===== src/rtl/adder_seq_pkg.sv =====
// Shared constants and state encoding for the multi-byte adder sequencer.
package adder_seq_pkg;

  localparam int BYTE_W = 8;

  localparam logic [1:0] ST_IDLE = 2'd0;
  localparam logic [1:0] ST_RUN  = 2'd1;
  localparam logic [1:0] ST_DONE = 2'd2;

  typedef enum logic [1:0] {
    S_IDLE = ST_IDLE,
    S_RUN  = ST_RUN,
    S_DONE = ST_DONE
  } state_e;

  function automatic int idx_width(input int bytes);
    return (bytes > 1) ? $clog2(bytes) : 1;
  endfunction

endpackage


===== src/rtl/adder_seq_opreg.sv =====
// Operand holding registers (A and pre-inverted B) with a byte-select mux driven by the byte index.
module adder_seq_opreg
  import adder_seq_pkg::*;
#(
  parameter int BYTES = 4,
  parameter int W     = BYTE_W * BYTES,
  parameter int IDX_W = idx_width(BYTES)
) (
  input  logic              clk,
  input  logic              rst_n,
  input  logic              load,
  input  logic [W-1:0]      in_a,
  input  logic [W-1:0]      in_b,
  input  logic              in_sub,
  input  logic [IDX_W-1:0]  idx,
  output logic [BYTE_W-1:0] a_byte,
  output logic [BYTE_W-1:0] b_byte
);

  logic [BYTES-1:0][BYTE_W-1:0] a_q, a_d;
  logic [BYTES-1:0][BYTE_W-1:0] bx_q, bx_d;

  always_comb begin
    a_d  = a_q;
    bx_d = bx_q;
    if (load) begin
      a_d  = in_a;
      bx_d = in_b ^ {W{in_sub}};
    end
  end

  always_ff @(posedge clk or negedge rst_n) begin
    if (!rst_n) begin
      a_q  <= '0;
      bx_q <= '0;
    end else begin
      a_q  <= a_d;
      bx_q <= bx_d;
    end
  end

  assign a_byte = a_q[idx];
  assign b_byte = bx_q[idx];

endmodule


===== src/rtl/adder_seq_ctrl.sv =====
// Sequences one BYTES*8-bit add/sub through an external 8-bit ripple adder, LSB byte first,
// chaining the carry through a register; valid/ready on both request and result sides.
module adder_seq_ctrl
  import adder_seq_pkg::*;
#(
  parameter int BYTES = 4,
  parameter int W     = BYTE_W * BYTES
) (
  input  logic              clk,
  input  logic              rst_n,
  input  logic              in_valid,
  output logic              in_ready,
  input  logic [W-1:0]      in_a,
  input  logic [W-1:0]      in_b,
  input  logic              in_sub,
  input  logic              in_ci,
  output logic [BYTE_W-1:0] add_a,
  output logic [BYTE_W-1:0] add_b,
  output logic              add_ci,
  input  logic [BYTE_W-1:0] add_sum,
  input  logic [BYTE_W-1:0] add_co,
  output logic              out_valid,
  input  logic              out_ready,
  output logic [W-1:0]      out_sum,
  output logic              out_co,
  output logic              out_ovf,
  output logic              out_zero
);

  localparam int IDX_W = idx_width(BYTES);
  localparam logic [IDX_W-1:0] LAST_IDX = IDX_W'(BYTES - 1);

  state_e                       state_q, state_d;
  logic [IDX_W-1:0]             idx_q, idx_d;
  logic                         carry_q, carry_d;
  logic [BYTES-1:0][BYTE_W-1:0] sum_q, sum_d;
  logic                         co_q, co_d;
  logic                         ovf_q, ovf_d;
  logic                         load;
  logic [BYTE_W-1:0]            op_a, op_b;

  adder_seq_opreg #(.BYTES(BYTES)) u_opreg (
    .clk    (clk),
    .rst_n  (rst_n),
    .load   (load),
    .in_a   (in_a),
    .in_b   (in_b),
    .in_sub (in_sub),
    .idx    (idx_q),
    .a_byte (op_a),
    .b_byte (op_b)
  );

  always_comb begin
    state_d = state_q;
    idx_d   = idx_q;
    carry_d = carry_q;
    sum_d   = sum_q;
    co_d    = co_q;
    ovf_d   = ovf_q;
    load    = 1'b0;
    add_a   = '0;
    add_b   = '0;
    add_ci  = 1'b0;
    unique case (state_q)
      S_IDLE: begin
        if (in_valid) begin
          state_d = S_RUN;
          idx_d   = '0;
          // Seeding the chain register with the request carry-in makes byte 0 use it directly.
          carry_d = in_sub | in_ci;
          load    = 1'b1;
        end
      end
      S_RUN: begin
        add_a        = op_a;
        add_b        = op_b;
        add_ci       = carry_q;
        sum_d[idx_q] = add_sum;
        carry_d      = add_co[BYTE_W-1];
        if (idx_q == LAST_IDX) begin
          state_d = S_DONE;
          co_d    = add_co[BYTE_W-1];
          ovf_d   = add_co[BYTE_W-1] ^ add_co[BYTE_W-2];
        end else begin
          idx_d = idx_q + IDX_W'(1);
        end
      end
      S_DONE: begin
        if (out_ready) state_d = S_IDLE;
      end
      default: state_d = S_IDLE;
    endcase
  end

  always_ff @(posedge clk or negedge rst_n) begin
    if (!rst_n) begin
      state_q <= S_IDLE;
      idx_q   <= '0;
      carry_q <= 1'b0;
      sum_q   <= '0;
      co_q    <= 1'b0;
      ovf_q   <= 1'b0;
    end else begin
      state_q <= state_d;
      idx_q   <= idx_d;
      carry_q <= carry_d;
      sum_q   <= sum_d;
      co_q    <= co_d;
      ovf_q   <= ovf_d;
    end
  end

  assign in_ready  = (state_q == S_IDLE);
  assign out_valid = (state_q == S_DONE);
  assign out_sum   = sum_q;
  assign out_co    = co_q;
  assign out_ovf   = ovf_q;
  assign out_zero  = (sum_q == '0);

endmodule


===== config.mk =====
export PLATFORM = sky130hd
export DESIGN_NAME = adder_seq_ctrl
export DESIGN_NICKNAME = d
export VERILOG_FILES = /design/src/rtl/adder_seq_pkg.sv /design/src/rtl/adder_seq_opreg.sv /design/src/rtl/adder_seq_ctrl.sv
export SDC_FILE = /design/constraint.sdc
export NUM_CORES = 1
export LEC_CHECK = 0
export CAP_MARGIN = 20
export CORE_MARGIN = 1
export CORE_UTILIZATION = 53
export CTS_BUF_LIST = sky130_fd_sc_hd__clkbuf_8
export DETAILED_ROUTE_END_ITERATION = 7
export PLACE_DENSITY = 0.92
export RECOVER_POWER = 50
export SLEW_MARGIN = 25
export SYNTH_ARGS = -nofsm -noshare
export SYNTH_HDL_FRONTEND = slang
export SYNTH_SLANG_ARGS = --single-unit

===== constraint.sdc =====
create_clock -name clk -period 2.5 [get_ports clk]
set_input_delay 0.5 -clock clk [delete_from_list [all_inputs] [get_ports clk]]
set_output_delay 0.5 -clock clk [all_outputs]
set_load 0.02 [all_outputs]

# Word level (Yosys, flattened, before mapping)
# Index checks and enable logic that the tools add are counted.
[word_totals]
reg_bits = 103
word_cells = 59
[op_classes]
n_bitwise = 3
n_lt_le_gt_ge = 2
muxes = 21
addsub = 1
eq_ne = 7
reduce_logical = 8
[ops]
columns = ["operator", "n"]
rows = [
  ["$mux 8", 5],
  ["$bmux 8 s2", 2],
  ["$bwmux 32", 1],
  ["$logic_not 32->1", 1],
  ["$xor 32x32->32", 1],
  ["$demux 8 s2", 1],
  ["$mux 2", 5],
  ["$ne 2x2->1 const B", 3],
  ["$pmux 2 s3", 1],
  ["$reduce_and 3->1", 2],
  ["$eq 2x2->1 const B", 2],
  ["$mux 1", 4],
  ["$pmux 2 s2", 1],
  ["$reduce_and 2->1", 2],
  ["$lt 2x3->1 const B", 1],
  ["$add 2x1->2 const B", 1],
  ["$eq 2x1->1 const B", 1],
  ["$ge 2x1->1 const B", 1],
  ["$logic_not 2->1", 1],
  ["$ne 2x1->1 const B", 1],
  ["$pmux 1 s2", 1],
  ["$reduce_bool 2->1", 1],
  ["$logic_and 1x1->1", 1],
  ["$or 1x1->1", 1],
  ["$xor 1x1->1", 1],
]

# Depth between registers and ports, before layout
# Gate-level depths: netlist of run 1.
[logic_depth]
word_depth = 5
ltp_mapped = 6
ltp_nobuf = 4

# Modules after synthesis
# A second synthesis of run 1 with hierarchy kept.
[hier_totals]
hier_cells = 359
hier_area_um2 = 4772.1
[by_module_without_submodules]
columns = ["mod", "cells_each", "instances", "area_each_um2"]
rows = [
  ["adder_seq_opreg", 227, 1, 3029.2],
  ["adder_seq_ctrl", 132, 1, 1742.9],
]

# Worst setup path after synthesis of run 1
# No wires, ideal clock.
[synth_timing]
path_type = "reg2out"
startpoint = "register idx_q[0]"
endpoint = "output add_b[6]"
path_slack_ps = 640
arrival_ps = 1360
required_ps = 2000
n_path_buf = 2
path_stages_with_launch = 5
path_cell_list = "dfrtp_1 > buf_6 > buf_12 > mux4_2 > and2_1"
[synth_between]
elab_chain_len = 3
[synth_rtl]
columns = ["element", "line_no", "source"]
rows = [
  ["start, declared", "adder_seq_ctrl.sv:34", "logic [IDX_W-1:0] idx_q, idx_d;"],
  ["start signal, assigned", "adder_seq_ctrl.sv:106", "idx_q <= idx_d;"],
  ["$bmux 8 s2", "adder_seq_opreg.sv:43", "assign b_byte = bx_q[idx];"],
  ["$mux 8 (implied by the code)", "adder_seq_opreg.sv:43", ""],
  ["$mux 8", "adder_seq_ctrl.sv:65", "unique case (state_q)"],
  ["end, declared", "adder_seq_ctrl.sv:18", "output logic [BYTE_W-1:0] add_b,"],
]
# Every way passes these cells. The select of a mux whose other input is x is not followed.

# Worst setup path in the final report of run 1
[layout_timing]
startpoint = "register idx_q[0]"
endpoint = "output add_b[2]"
# The elaborated chain is that of the path after synthesis.

==> results.toml, run 1 <==
[critical_path]
critPathLaunchType = "flop"
rrSetupSlack_ns = 0.35
crit_arrival_ns = 1.93
critPathMaxFanout = 5
end_kind = "output pin"
crit_start = "idx_q[0]$_DFFE_PN0P_"
crit_path_top_delay_cell = "mux4_1"
worstPathCellList = "clkbuf_16, mux4_1, and2_1, clkdlybuf4s15_1"
cp-endpoint = "add_b[2]"
r2r-end = "u_opreg.bx_q[9]$_DFFE_PN0P_"
critPathRequiredTime_ns = 2.00
r2r-start = "state_q[1]$_DFFE_PN0P_"
max_stage_delay_ns = 0.53
worst_r2r_path_depth = 6
path_class = "reg2out"

[pwr]
p_sw_uw = 3050
power_density_nw_per_um2 = 1319
swShare_pct = 35.90
power.leakage_uw = 0.002624
clock_power_share_pct = 14.5
worst_ir_drop_vdd_mv = 0.5661
p_int_uw = 5445
seq_power_share_pct = 36.0
pwr-share-comb_pct = 49.5
total_power_uw = 8495

[route]
ant_nets = 0
routedWlPerCell_um = 17.02
dr.first_iter.drc_count = 89
wl_met3_um = 517
drt-pass1-iter-count = 4
drcViolationCount = 0
top_layer = "met4"
viasPerCell = 5.450
met2_length_um = 5392
wl_met1_um = 4320
vias = 3308
wl_um = 10330

[timing]
setup_ws_ns = 0.06891
slew_headroom_pct = 37.06
finalCriticalPeriod_ns = 2.431
finalMaxSlewViolations = 0
finalSetupViolations = 0
tns_ns = 0
fmax_mhz = 411.3
worst_pin_slew_ns = 0.9441
fin_skew_ns = 0.005576
period_share_pct = 97.24
hold_viol_final = 0

[hold_path]
hold_class = "reg2reg"
whs_path_depth = 2

[logic_synthesis]
synth_common_cells = "dfrtp_1, mux2_2, nor2_1"
synth.most_common_cell = "dfrtp_1"
synth_area_sq_um = 4773
ys_seq_area_share_pct = 54.00
synth_top_area_cell = "dfrtp_1"
ys_types = 29
synth_edf_count = 0
synth_seq_cells = 103
synthCells = 359
synthTopCellsByArea = "dfrtp_1, mux2_2, xnor2_1"
synth_nets = 449
ys_warn_count = 0
postSynthAreaPerCell_sq_um = 13.30
synth_ff_type = "dfrtp_1"
async_reset_ff_share_pct = 100.0
yosysTopAreaCellShare_pct = 54.00

[global_route]
grt_pass1_wl_um = 16930
antenna_found_initial = 0
overflow = 0
grt_max_degree = 88
grt_usage_pct = 22.81
grt_pass1_vias = 3528

[place]
portBuffers = 133
dp_hpwl_um = 7245
place_congestion = 0.8311
pre_cts_ws_ns = 0.1476

[clock_tree]
tritoncts = "yes"
numCtsBuffers = 9
clk_path_buf_depth = 2
clock_sink_count = 103
clock_latency_ns = 0.35
htreeDepth = 3
clk_pin_slew_worst_paths_ns = 0.10
cts_root_buf = "clkbuf_8"

[die]
die_x_um = 96.90
coreArea_sq_um = 8721
die_h_um = 96.90
die-area_sq_um = 9390
initial_core_util_pct = 54.73
rows = 34
io-pin-count = 140

[layout]
syn2layout_area_growth_pct = 34.91
nNetsFinal = 584
utilization_pct = 73.85
drive_above_1_share_pct = 22.44
antennaDiodeCount = 0

[run_status]
status = "finished, final reports clean"

[run]
cap_violations = 0
## routing by layer
metal / vias to the layer above / global-route usage [%]
li1: 1533 / -
met5: - / 0
met4: 0 / 6.659
met1: 1656 / 27.94
met2: 110 / 40.30
met3: 9 / 5.202
## cell usage in the layout (no fill, tap or decap), drive strengths merged
master,instances
nor3b,1
dfrtp,103
clkdlybuf4s15,3
mux4,16
and2,17
nor3,1
xnor2,33
clkbuf,20
buf,10
a211oi,1
o2bb2ai,1
nor4,8
nand2,4
ha,4
dlygate4sd2,6
dlymetal6s2s,1
nand3b,1
mux2,65
nand4,2
dlygate4sd3,2
inv,4
nand2b,2
clkdlybuf4s50,113
and2b,2
bufinv,3
nor2,37
or3,1
o21bai,1
clkinvlp,2
o21ai,3
a21oi,32
## per-stage QoR
stage / instance area (sq um) / hold WS [ns] / cells
after floorplan: 4773 / 0.2044 / 359
after global placement: 6183 / 0.3737 / 587
after detailed placement: 6183 / 0.3844 / 587
after CTS: 6431 / 0.5057 / 604
after global routing: 6440 / 0.5270 / 607
final: 6440 / 0.4902 / 607
## repair_timing
action / CTS / global route
gates resized for setup: 21 / 22
cloned: 0 / 2
hold buffers: 1 / 0
setup endpoints to repair: 17 / 18
buffers inserted: 0 / 1
endpoints found under the hold margin: 5 / 0
## state kept, by name, indices dropped and copies added, names as in the netlist
name          count
u_opreg.bx_q     32
out_sum          32
state_q           2
carry_q           1
u_opreg.a_q      32
out_co            1
out_ovf           1
idx_q             2
## how the worst min path moves through the flow
stage	startpoint	end	slack, ns
after floorplan	rst_n	carry_q$_DFFE_PN0P_	0.20
final	out_ovf$_DFFE_PN0P_	out_ovf$_DFFE_PN0P_	0.49
after global routing	u_opreg.a_q[17]$_DFFE_PN0P_	u_opreg.a_q[17]$_DFFE_PN0P_	0.53
after CTS	out_ovf$_DFFE_PN0P_	out_ovf$_DFFE_PN0P_	0.51
after global placement	rst_n	u_opreg.a_q[10]$_DFFE_PN0P_	0.37
after detailed placement	rst_n	u_opreg.a_q[2]$_DFFE_PN0P_	0.38
## area by class of cell
type / instances / area (sq um)
clock buffer: 10 / 137.6
clock inverter: 6 / 108.9
fill: 578 / 2281
inverter: 3 / 11.26
multi-input combinational: 232 / 2054
sequential: 103 / 2579
tap: 108 / 135.1
timing repair buffer: 145 / 1414
## critical path, delay by kind of cell, from the launching register on
family / cells / cell delay, ns
buffers and inverters: 2 / 0.45
and+or+nand+nor: 1 / 0.17
muxes: 1 / 0.53
DFF: 1 / 0.43
## power by group through the flow
stage | clock (uW) | combinational (uW) | sequential, uW
global route | 1330 | 4520 | 3160
finish | 1240 | 4200 | 3060
global placement | 0 | 4210 | 2980
floorplan | 0 | 2430 | 3260
CTS | 1250 | 4210 | 3030
detailed placement | 0 | 4330 | 3060
## kinds of logic (layout without fill, tap and decap cells)
logic type	count (synthesis)	count (layout)	share of synthesized area [%]
AOI/OAI and AO/OA	38	38	4.168
xor gates and xnor gates	33	33	6.055
adders and majority gates	4	4	1.049
buffers and inverters	25	164	3.303
DFF	103	103	54.00
muxes	81	81	23.51
and+or+nand+nor	75	76	7.916
Power figures use the tool's default switching activity.
==> inputs of run 2 (changes only) <==
CORE_MARGIN = 10   (was 1)
PLACE_DENSITY = 0.88   (was 0.92)
SLEW_MARGIN = 5   (was 25)
==> results.toml, run 2 (synthesis results as in run 1) <==
[die]
initial_core_util_pct = 54.47
die_h_um = 114.9
io-pin-count = 140
die-area_sq_um = 13200
coreArea_sq_um = 8763
rows = 34
die_x_um = 114.9

[timing]
slew_headroom_pct = 28.69
finalSetupViolations = 0
finalCriticalPeriod_ns = 2.421
tns_ns = 0
hold_viol_final = 0
period_share_pct = 96.83
worst_pin_slew_ns = 1.070
finalMaxSlewViolations = 0
fin_skew_ns = 0.007249
setup_ws_ns = 0.07936
fmax_mhz = 413.1
rsz0062_at_grt = "yes"

[hold_path]
hp-start = "out_ovf$_DFFE_PN0P_"
hold_class = "reg2reg"
whs_path_depth = 2
hold_end = "out_ovf$_DFFE_PN0P_"

[critical_path]
max_stage_delay_ns = 0.50
end_kind = "output pin"
r2r-start = "state_q[0]$_DFFE_PN0P_"
worstPathCellList = "buf_12, mux4_2, and2_1, dlygate4sd2_1"
path_class = "reg2out"
rrSetupSlack_ns = 0.42
crit_arrival_ns = 1.92
r2r-end = "u_opreg.a_q[12]$_DFFE_PN0P_"
worst_r2r_path_depth = 3
critPathLaunchType = "flop"
critPathRequiredTime_ns = 2.00
critPathMaxFanout = 9
crit_path_top_delay_cell = "mux4_2"

[place]
dp_hpwl_um = 8347
portBuffers = 133
pre_cts_ws_ns = 0.1252
placed_area_sq_um = 6221
place_congestion = 0.7923

[clock_tree]
clk_pin_slew_worst_paths_ns = 0.09
numCtsBuffers = 9
cts_root_buf = "clkbuf_8"
htreeDepth = 3
clock_latency_ns = 0.35
clk_path_buf_depth = 2
tritoncts = "yes"
clock_sink_count = 103

[global_route]
use_met1_pct = 21.67
grt_pass1_wl_um = 18370
grt_pass1_vias = 3556
overflow = 0
grtUsageMet2_pct = 28.19
grt_usage_pct = 17.21
antenna_found_initial = 0
grt.met3_usage_pct = 5.781
grt.busiest_layer = "met2"
grt_max_degree = 100

[route]
vias = 3257
dr.first_iter.drc_count = 170
viasPerCell = 5.357
drcViolationCount = 0
routedWlPerCell_um = 18.29
ant_nets = 0
wl_um = 11120
drt-pass1-iter-count = 4

[layout]
syn2layout_area_growth_pct = 34.42
utilization_pct = 73.22
final_cell_mix = "clkdlybuf4s50_1, dfrtp_1, mux2_2, nor2_1, xnor2_1"
antennaDiodeCount = 0
final_common_cell = "clkdlybuf4s50_1"
fillCellCount = 610
drive_above_1_share_pct = 24.00
design_area_sq_um = 6416
nNetsFinal = 585

[pwr]
worst_ir_drop_vdd_mv = 0.6723
power_density_nw_per_um2 = 1312
power.leakage_uw = 0.002614

[run]
cap_violations = 0

[run_status]
status = "finished, final reports clean"
[run 2: cell types whose count changed in the layout (fill, tap and decap cells not counted), sizes merged]
| cell | delta |
|---|---|
| inv | -1 |
| dlygate4sd2 | +3 |
| clkdlybuf4s50 | -1 |
| clkdlybuf4s15 | -2 |
| clkinvlp | -2 |
| clkinv | +3 |
| dlymetal6s2s | -1 |
| bufinv | -2 |
| buf | +9 |
| clkbuf | -4 |
| and2b | -1 |
[run 2: power breakdown]
group          switching (uW)  total, uW  internal, uW  leakage [uW]
Combinational            2000       4280          2280       0.00132
Clock                     551       1100           547      0.000113
Sequential                529       3040          2510       0.00118
[run 2: layout make-up]
class	instances	area [sq um]	area share, %
Inverter	3	11.26	0.1755
Multi-Input combinational cell	231	2049	31.94
Timing Repair Buffer	147	1424	22.19
Clock inverter	4	52.55	0.8190
Clock buffer	12	165.2	2.574
Tap cell	108	135.1	2.106
Sequential cell	103	2579	40.19
[run 2: per-stage QoR]
step                hold WS [ns]  total power, uW  instances
detailed placement        0.3831             7516        587
floorplan                 0.2044             5688        359
finish                    0.5052             8421        608
global route              0.5257             8994        608
global placement          0.3787             7332        587
CTS                       0.5081             8529        608
[run 2: repair_timing]
item / 4_1_cts / 5_1_grt
gates resized for setup: 41 / 6
hold endpoints to repair: 15 / 0
endpoints found under the setup margin: 18 / 12
setup buffers: 4 / 0
hold buffers: 1 / 0
[run 2: worst max path at each step]
stage,cells past startpoint,from,slack (ns),to
6_report,4,idx_q[0]$_DFFE_PN0P_,0.08,add_a[2]
5_1_grt,5,idx_q[0]$_DFFE_PN0P_,-0.002,add_b[5]
4_1_cts,5,idx_q[0]$_DFFE_PN0P_,-0.07,add_b[7]
3_5_place_dp,4,idx_q[0]$_DFFE_PN0P_,0.13,add_b[0]
3_3_place_gp,4,idx_q[0]$_DFFE_PN0P_,0.15,add_b[5]
2_1_floorplan,4,idx_q[0]$_DFFE_PN0P_,0.64,add_b[6]
[run 2: layer usage]
layer / part of all wire [%] / up-vias
met5: 0 / -
met4: 1.1 / 0
met3: 7.5 / 11
met2: 50 / 100
met1: 42 / 1614
li1: - / 1532
[run 2: worst max-delay path: cells and delay by family (launching register included)]
kind	cells	cell delay [ns]
multiplexers	1	0.50
buffers and inverters	2	0.47
AND/OR/NAND/NOR	1	0.16
flip-flops	1	0.42
